[config.mk]
export PLATFORM = sky130hd
export DESIGN_NAME = prog_loader
export DESIGN_NICKNAME = d
export VERILOG_FILES = /design/src/rtl/prog_loader.sv
export SDC_FILE = /design/constraint.sdc
export NUM_CORES = 1
export LEC_CHECK = 0
export ABC_AREA = 1
export CAP_MARGIN = 20
export CORE_ASPECT_RATIO = 0.75
export CORE_MARGIN = 2
export CORE_UTILIZATION = 51
export CTS_CLUSTER_SIZE = 8
export DETAILED_ROUTE_END_ITERATION = 7
export GPL_TIMING_DRIVEN = 1
export HOLD_SLACK_MARGIN = 0.02
export PLACE_DENSITY = 0.75
export SLEW_MARGIN = 15
export SYNTH_ARGS = -nofsm -noshare
export SYNTH_HDL_FRONTEND = slang
export SYNTH_SLANG_ARGS = --single-unit
[constraint.sdc]
create_clock -name clk -period 1.8 [get_ports clk]
set_input_delay 0.36 -clock clk [delete_from_list [all_inputs] [get_ports clk]]
set_output_delay 0.36 -clock clk [all_outputs]
set_load 0.005 [all_outputs]
[src/rtl/prog_loader.sv]
// Instruction-memory loader: turns a little-endian byte stream (16-bit word count,
// then 32-bit words) into sequential imem writes, holding the CPU in reset until done.
`timescale 1ns/1ps
module prog_loader #(
    parameter int ADDR_W    = 10,
    parameter int MAX_WORDS = 1024,
    parameter int TIMEOUT   = 4096
) (
    input  logic              clk,
    input  logic              rst,
    input  logic              start,
    input  logic [7:0]        in_data,
    input  logic              in_valid,
    output logic              in_ready,
    output logic              imem_we,
    output logic [ADDR_W-1:0] imem_addr,
    output logic [31:0]       imem_wdata,
    output logic              cpu_rst,
    output logic              busy,
    output logic              done,
    output logic              error,
    output logic [ADDR_W:0]   words_loaded
);

    localparam int CNT_W = $clog2(TIMEOUT + 1);
    localparam logic [CNT_W-1:0]  TO_LAST  = CNT_W'(TIMEOUT - 1);
    localparam logic [CNT_W-1:0]  CNT_ONE  = CNT_W'(1);
    localparam logic [ADDR_W:0]   WL_ONE   = (ADDR_W + 1)'(1);
    localparam logic [ADDR_W-1:0] ADDR_ONE = ADDR_W'(1);

    typedef enum logic [2:0] {
        IDLE   = 3'd0,
        LEN_LO = 3'd1,
        LEN_HI = 3'd2,
        DATA   = 3'd3,
        WRITE  = 3'd4,
        DONE   = 3'd5,
        ERR    = 3'd6
    } state_t;

    state_t              state_r;
    logic [15:0]         len_r;
    logic [1:0]          byte_idx_r;
    logic [31:0]         word_r;
    logic [CNT_W-1:0]    idle_cnt_r;
    logic                in_ready_r;
    logic                imem_we_r;
    logic [ADDR_W-1:0]   imem_addr_r;
    logic [31:0]         imem_wdata_r;
    logic                cpu_rst_r;
    logic                busy_r;
    logic                done_r;
    logic                error_r;
    logic [ADDR_W:0]     words_loaded_r;

    logic                accept_s;
    logic                timeout_s;
    logic [15:0]         len_s;
    logic [ADDR_W:0]     wl_next_s;
    logic                last_word_s;

    function automatic logic [31:0] put_lane(input logic [31:0] word,
                                             input logic [1:0]  lane,
                                             input logic [7:0]  b);
        logic [31:0] r;
        r = word;
        case (lane)
            2'd0:    r[7:0]   = b;
            2'd1:    r[15:8]  = b;
            2'd2:    r[23:16] = b;
            default: r[31:24] = b;
        endcase
        return r;
    endfunction

    function automatic logic len_ok(input logic [15:0] n);
        return (n != 16'd0) && (32'(n) <= 32'(MAX_WORDS));
    endfunction

    assign accept_s    = in_valid & in_ready_r;
    assign timeout_s   = ~accept_s & (idle_cnt_r == TO_LAST);
    assign len_s       = {in_data, len_r[7:0]};
    assign wl_next_s   = words_loaded_r + WL_ONE;
    // Word count is compared at full width so a 16-bit N never aliases.
    assign last_word_s = (32'(wl_next_s) == 32'(len_r));

    // Loader state machine; every output is registered alongside the state.
    always_ff @(posedge clk or negedge rst) begin
        if (!rst) begin
            state_r        <= IDLE;
            len_r          <= 16'd0;
            byte_idx_r     <= 2'd0;
            word_r         <= 32'd0;
            idle_cnt_r     <= '0;
            in_ready_r     <= 1'b0;
            imem_we_r      <= 1'b0;
            imem_addr_r    <= '0;
            imem_wdata_r   <= 32'd0;
            cpu_rst_r      <= 1'b1;
            busy_r         <= 1'b0;
            done_r         <= 1'b0;
            error_r        <= 1'b0;
            words_loaded_r <= '0;
        end else begin
            imem_we_r <= 1'b0;
            case (state_r)
                IDLE, DONE, ERR: begin
                    if (start) begin
                        state_r        <= LEN_LO;
                        idle_cnt_r     <= '0;
                        in_ready_r     <= 1'b1;
                        busy_r         <= 1'b1;
                        cpu_rst_r      <= 1'b1;
                        done_r         <= 1'b0;
                        error_r        <= 1'b0;
                        imem_addr_r    <= '0;
                        words_loaded_r <= '0;
                    end else begin
                        state_r <= state_r;
                    end
                end
                LEN_LO: begin
                    if (accept_s) begin
                        len_r[7:0] <= in_data;
                        idle_cnt_r <= '0;
                        state_r    <= LEN_HI;
                    end else if (timeout_s) begin
                        state_r    <= ERR;
                        in_ready_r <= 1'b0;
                        busy_r     <= 1'b0;
                        error_r    <= 1'b1;
                    end else begin
                        idle_cnt_r <= idle_cnt_r + CNT_ONE;
                    end
                end
                LEN_HI: begin
                    if (accept_s) begin
                        len_r[15:8] <= in_data;
                        idle_cnt_r  <= '0;
                        if (len_ok(len_s)) begin
                            state_r    <= DATA;
                            byte_idx_r <= 2'd0;
                        end else begin
                            state_r    <= ERR;
                            in_ready_r <= 1'b0;
                            busy_r     <= 1'b0;
                            error_r    <= 1'b1;
                        end
                    end else if (timeout_s) begin
                        state_r    <= ERR;
                        in_ready_r <= 1'b0;
                        busy_r     <= 1'b0;
                        error_r    <= 1'b1;
                    end else begin
                        idle_cnt_r <= idle_cnt_r + CNT_ONE;
                    end
                end
                DATA: begin
                    if (accept_s) begin
                        idle_cnt_r <= '0;
                        word_r     <= put_lane(word_r, byte_idx_r, in_data);
                        byte_idx_r <= byte_idx_r + 2'd1;
                        if (byte_idx_r == 2'd3) begin
                            state_r      <= WRITE;
                            in_ready_r   <= 1'b0;
                            imem_we_r    <= 1'b1;
                            imem_wdata_r <= put_lane(word_r, byte_idx_r, in_data);
                        end else begin
                            state_r <= DATA;
                        end
                    end else if (timeout_s) begin
                        state_r    <= ERR;
                        in_ready_r <= 1'b0;
                        busy_r     <= 1'b0;
                        error_r    <= 1'b1;
                    end else begin
                        idle_cnt_r <= idle_cnt_r + CNT_ONE;
                    end
                end
                WRITE: begin
                    imem_addr_r    <= imem_addr_r + ADDR_ONE;
                    words_loaded_r <= wl_next_s;
                    if (last_word_s) begin
                        state_r    <= DONE;
                        in_ready_r <= 1'b0;
                        busy_r     <= 1'b0;
                        cpu_rst_r  <= 1'b0;
                        done_r     <= 1'b1;
                    end else begin
                        state_r    <= DATA;
                        in_ready_r <= 1'b1;
                    end
                end
                default: begin
                    state_r    <= IDLE;
                    in_ready_r <= 1'b0;
                    busy_r     <= 1'b0;
                    cpu_rst_r  <= 1'b1;
                end
            endcase
        end
    end

    assign in_ready     = in_ready_r;
    assign imem_we      = imem_we_r;
    assign imem_addr    = imem_addr_r;
    assign imem_wdata   = imem_wdata_r;
    assign cpu_rst      = cpu_rst_r;
    assign busy         = busy_r;
    assign done         = done_r;
    assign error        = error_r;
    assign words_loaded = words_loaded_r;

endmodule
==> summary.txt <==
STA
  • Unrepaired setup endpoints after global routing: true
  • Hold Violations, Final: 0
  • Fin crit share: 102.8%
  • Setup TNS: -127.6 ps
  • Worst Slack Setup Final: -50.04 ps
  • Minimum clock period: 1850 ps
  • Pins Over Slew Limit: 0
  • Hold Slack: 331.2 ps
  • Endpoints failing setup: 4
  • Worst-margin pin slew: 470.4 ps
  • Worst Clk Skew: 13.83 ps
  • F_max: 540.5 MHz
  • Headroom to the max-slew limit: 68.64%

Clock tree
  • H-tree lvl count: 4
  • Clk buf depth: 2
  • Clock Sinks: 125
  • Clock transition at the registers of the reported paths: 60 ps
  • CTS tree: yes
  • CTS root buffer: clkbuf_16
  • Clock Latency Late Sink: 420 ps
  • CTS Buf Count: 17

Setup path
  • CP arrival: 2150 ps
  • CP top delay family: simple AND/OR/NAND/NOR gates
  • CP max stage delay: 390 ps
  • Crit path max fanout: 6
  • Critical path type: flop to flop
  • Worst path slowest cell: dfrtp_1
  • Crit-path cells: buf_4 -> nand3_2 -> xor2_1 -> buf_4 -> nand2_1 -> nand4_1 -> nor2_2 -> nand3_2 -> nand2_2 -> nand2_1 -> nand2_1 -> nand2_1
  • CP required: 2100 ps
  • Most used cell, CP: nand2_1
  • Crit path launch type: flop
  • WP buf/inv: 2
  • Setup crit end kind: flop

Synthesis
  • Syn. warnings: 0
  • Xor/xnor share of the synthesized area: 0.2782%
  • Main combinational cell family by area after synthesis: simple AND/OR/NAND/NOR gates
  • Yosys reg bits: 125
  • EDFF count, synth: 0
  • Post-Synthesis Cells: 739
  • Compound-cell area share of the yosys netlist: 12.97%
  • Area of the mapped netlist: 6297 sq um
  • Synth Area in Simple Gates: 21.88%
  • Syn nets: 759
  • Post-synthesis mux area share: 5.881%
  • Async SR Flop Fraction: 100.0%
  • Main synth FF type: dfrtp_1
  • Cell variety after synth: 44
  • Adder and majority gate portion of the synthesized area: 1.590%
  • Post-synthesis sequential area ratio: 49.69%
  • Syn Area/Cell: 8.521 sq um

Routing
  • Antenna viol nets, final: 0
  • Per-cell routed wire length: 15.08 microns
  • DRC violations left: 0
  • Vias/cell: 5.328
  • DRT Wirelength: 15.94 mm
  • DR pass1 iterations: 4
  • Drt initial violations: 465
  • Via count: 5632

Die
  • FP Rows: 35
  • Total Die Area: 13260 sq um
  • Io pins: 71
  • Initial core utilization: 51.73%
  • Die Wd: 132.3 microns
  • Die height: 100.2 microns
  • Core Box Area: 12170 sq um

GRT
  • First-pass GRT wire length: 26.62 mm
  • Initial antenna violation count: 0
  • Via count of the first global-routing pass: 5598
  • Largest net degree at the start of global routing: 76
  • GRT Total Usage: 25.10%
  • Gr ovfl total: 0

Job
  • Max-Cap Viols: 0

Run status
  • Outcome: finished, violations left
  • Failing checks: setup timing

Hold path
  • HP Class: input pin to asynchronous set/reset pin

Place
  • Post-DP HPWL: 11.04 mm
  • DP Area: 7656 sq um
  • Setup WS pre-CTS: -235.1 ps
  • Port Buffer Count: 70
  • Routability cong.: 0.8616

Pwr
  • Leak pwr: 0.003889 uW
  • Power Total: 13480 uW
  • VDD IR-drop max: 0.9565 mV
  • P per Cell Area: 1590 nW/um^2

Layout
  • Finished Cell Area: 8481 sq um
  • Nets@finish: 899
  • Fillcell total: 903
  • Layout cell share with drive strength beyond 1: 23.46%
  • Commonest non-fill, non-tap cell in the layout: nand2_1
  • Commonest cells after routing, fill and taps aside: 179 x nand2_1, 120 x dfrtp_1, 94 x o21ai_0, 92 x inv_1, 67 x clkdlybuf4s50_1
  • Synthesis-to-layout area growth: 34.67%
  • # diodes: 0
==> power breakdown <==
group	switching [uW]	internal, uW
clock network	1290	2220
registers	663	3820
logic	2920	2570
==> path summary, 6_finish.rpt <==
check | from | to | slack (ps) | depth (start not counted)
max | words_loaded[0] | in_ready | -50 | 12
min | rst | words_loaded[4] | 330 | 2
max reg2reg | words_loaded[0] | in_ready | -50 | 12
min reg2reg | len_r[14] | len_r[14] | 490 | 2
max in group asynchronous | rst | word_r[21] | 860 | 3
min in group clk | len_r[14] | len_r[14] | 490 | 2
==> repair_timing <==
action,4_1_cts,5_1_grt
endpoints found under the setup margin,12,59
endpoints found under the hold margin,7,0
hold buffers,1,0
resized for setup,9,41
buffers inserted,5,1
pin swaps,4,11
cloned,0,1
==> cells by family after synthesis <==
family / count (synthesis)
AND/OR/NAND/NOR: 304
AO/OA/AOI/OAI: 146
flip-flops: 125
buffers and inverters: 121
multiplexers: 33
adder cells (fa/ha/maj): 8
XOR/XNOR: 2
==> sequential cells by signal, indices dropped and copies added (netlist names), 2 cells and up <==
register / count
imem_wdata: 32
byte_idx_r: 2
word_r: 32
imem_addr: 10
len_r: 16
words_loaded: 11
state_r: 3
idle_cnt_r: 13
==> layout make-up <==
class	count	area (sq um)	share of cell area (%)
clock buffers	19	442.9	5.223
clock inverters	12	162.7	1.918
inverters	100	375.4	4.426
multi-input cells	494	2840	33.49
flip-flops and latches	125	3134	36.96
well taps	166	207.7	2.449
repair buffers	141	1318	15.54
==> cells in the mapped netlist, types with 2 or more instances <==
cell	number	area share (%)
nor2_1	35	2.1
nand3_1	40	3.2
inv_2	6	0.36
o21a_1	2	0.24
nor2_4	11	2.0
a31oi_1	3	0.30
a22oi_1	3	0.36
mux2_2	32	5.7
o21ai_0	97	7.7
a21oi_1	16	1.3
o21ai_1	3	0.24
xor2_1	2	0.28
clkbuf_1	11	0.66
nand2_1	185	11
ha_1	8	1.6
inv_1	94	5.6
o211ai_1	2	0.24
nand3b_1	3	0.36
nand4_1	7	0.70
nand2_2	6	0.60
nand3_2	2	0.32
buf_4	5	0.60
buf_2	4	0.32
nor3_1	6	0.48
nor2_2	5	0.50
dfrtp_1	124	49
o21ai_2	2	0.28
o22ai_1	9	0.89
==> routing by layer <==
metal	global-route usage, %	up-vias	routed length (microns)
met3	5.000	37	821
met2	40.34	183	7448
met1	34.00	2710	7291
met4	9.926	0	382
met5	0	-	0
li1	-	2702	-
==> metrics by stage <==
stage / utilization [%] / instances
final: 69.66 / 1057
after global routing: 69.66 / 1057
after CTS: 68.50 / 1056
after detailed placement: 62.89 / 1019
after global placement: 62.89 / 1019
after floorplan: - / 739
==> worst reg2reg max path, cell delays in order, from the launching register on <==
cell and delay [ps]:
dfrtp_1 390, buf_4 170, nand3_2 130, xor2_1 190, buf_4 150, nand2_1 60, nand4_1 120, nor2_2 150
nand3_2 90, nand2_2 100, nand2_1 80, nand2_1 60, nand2_1 50
Note: power is estimated with default switching activity, not from simulation.
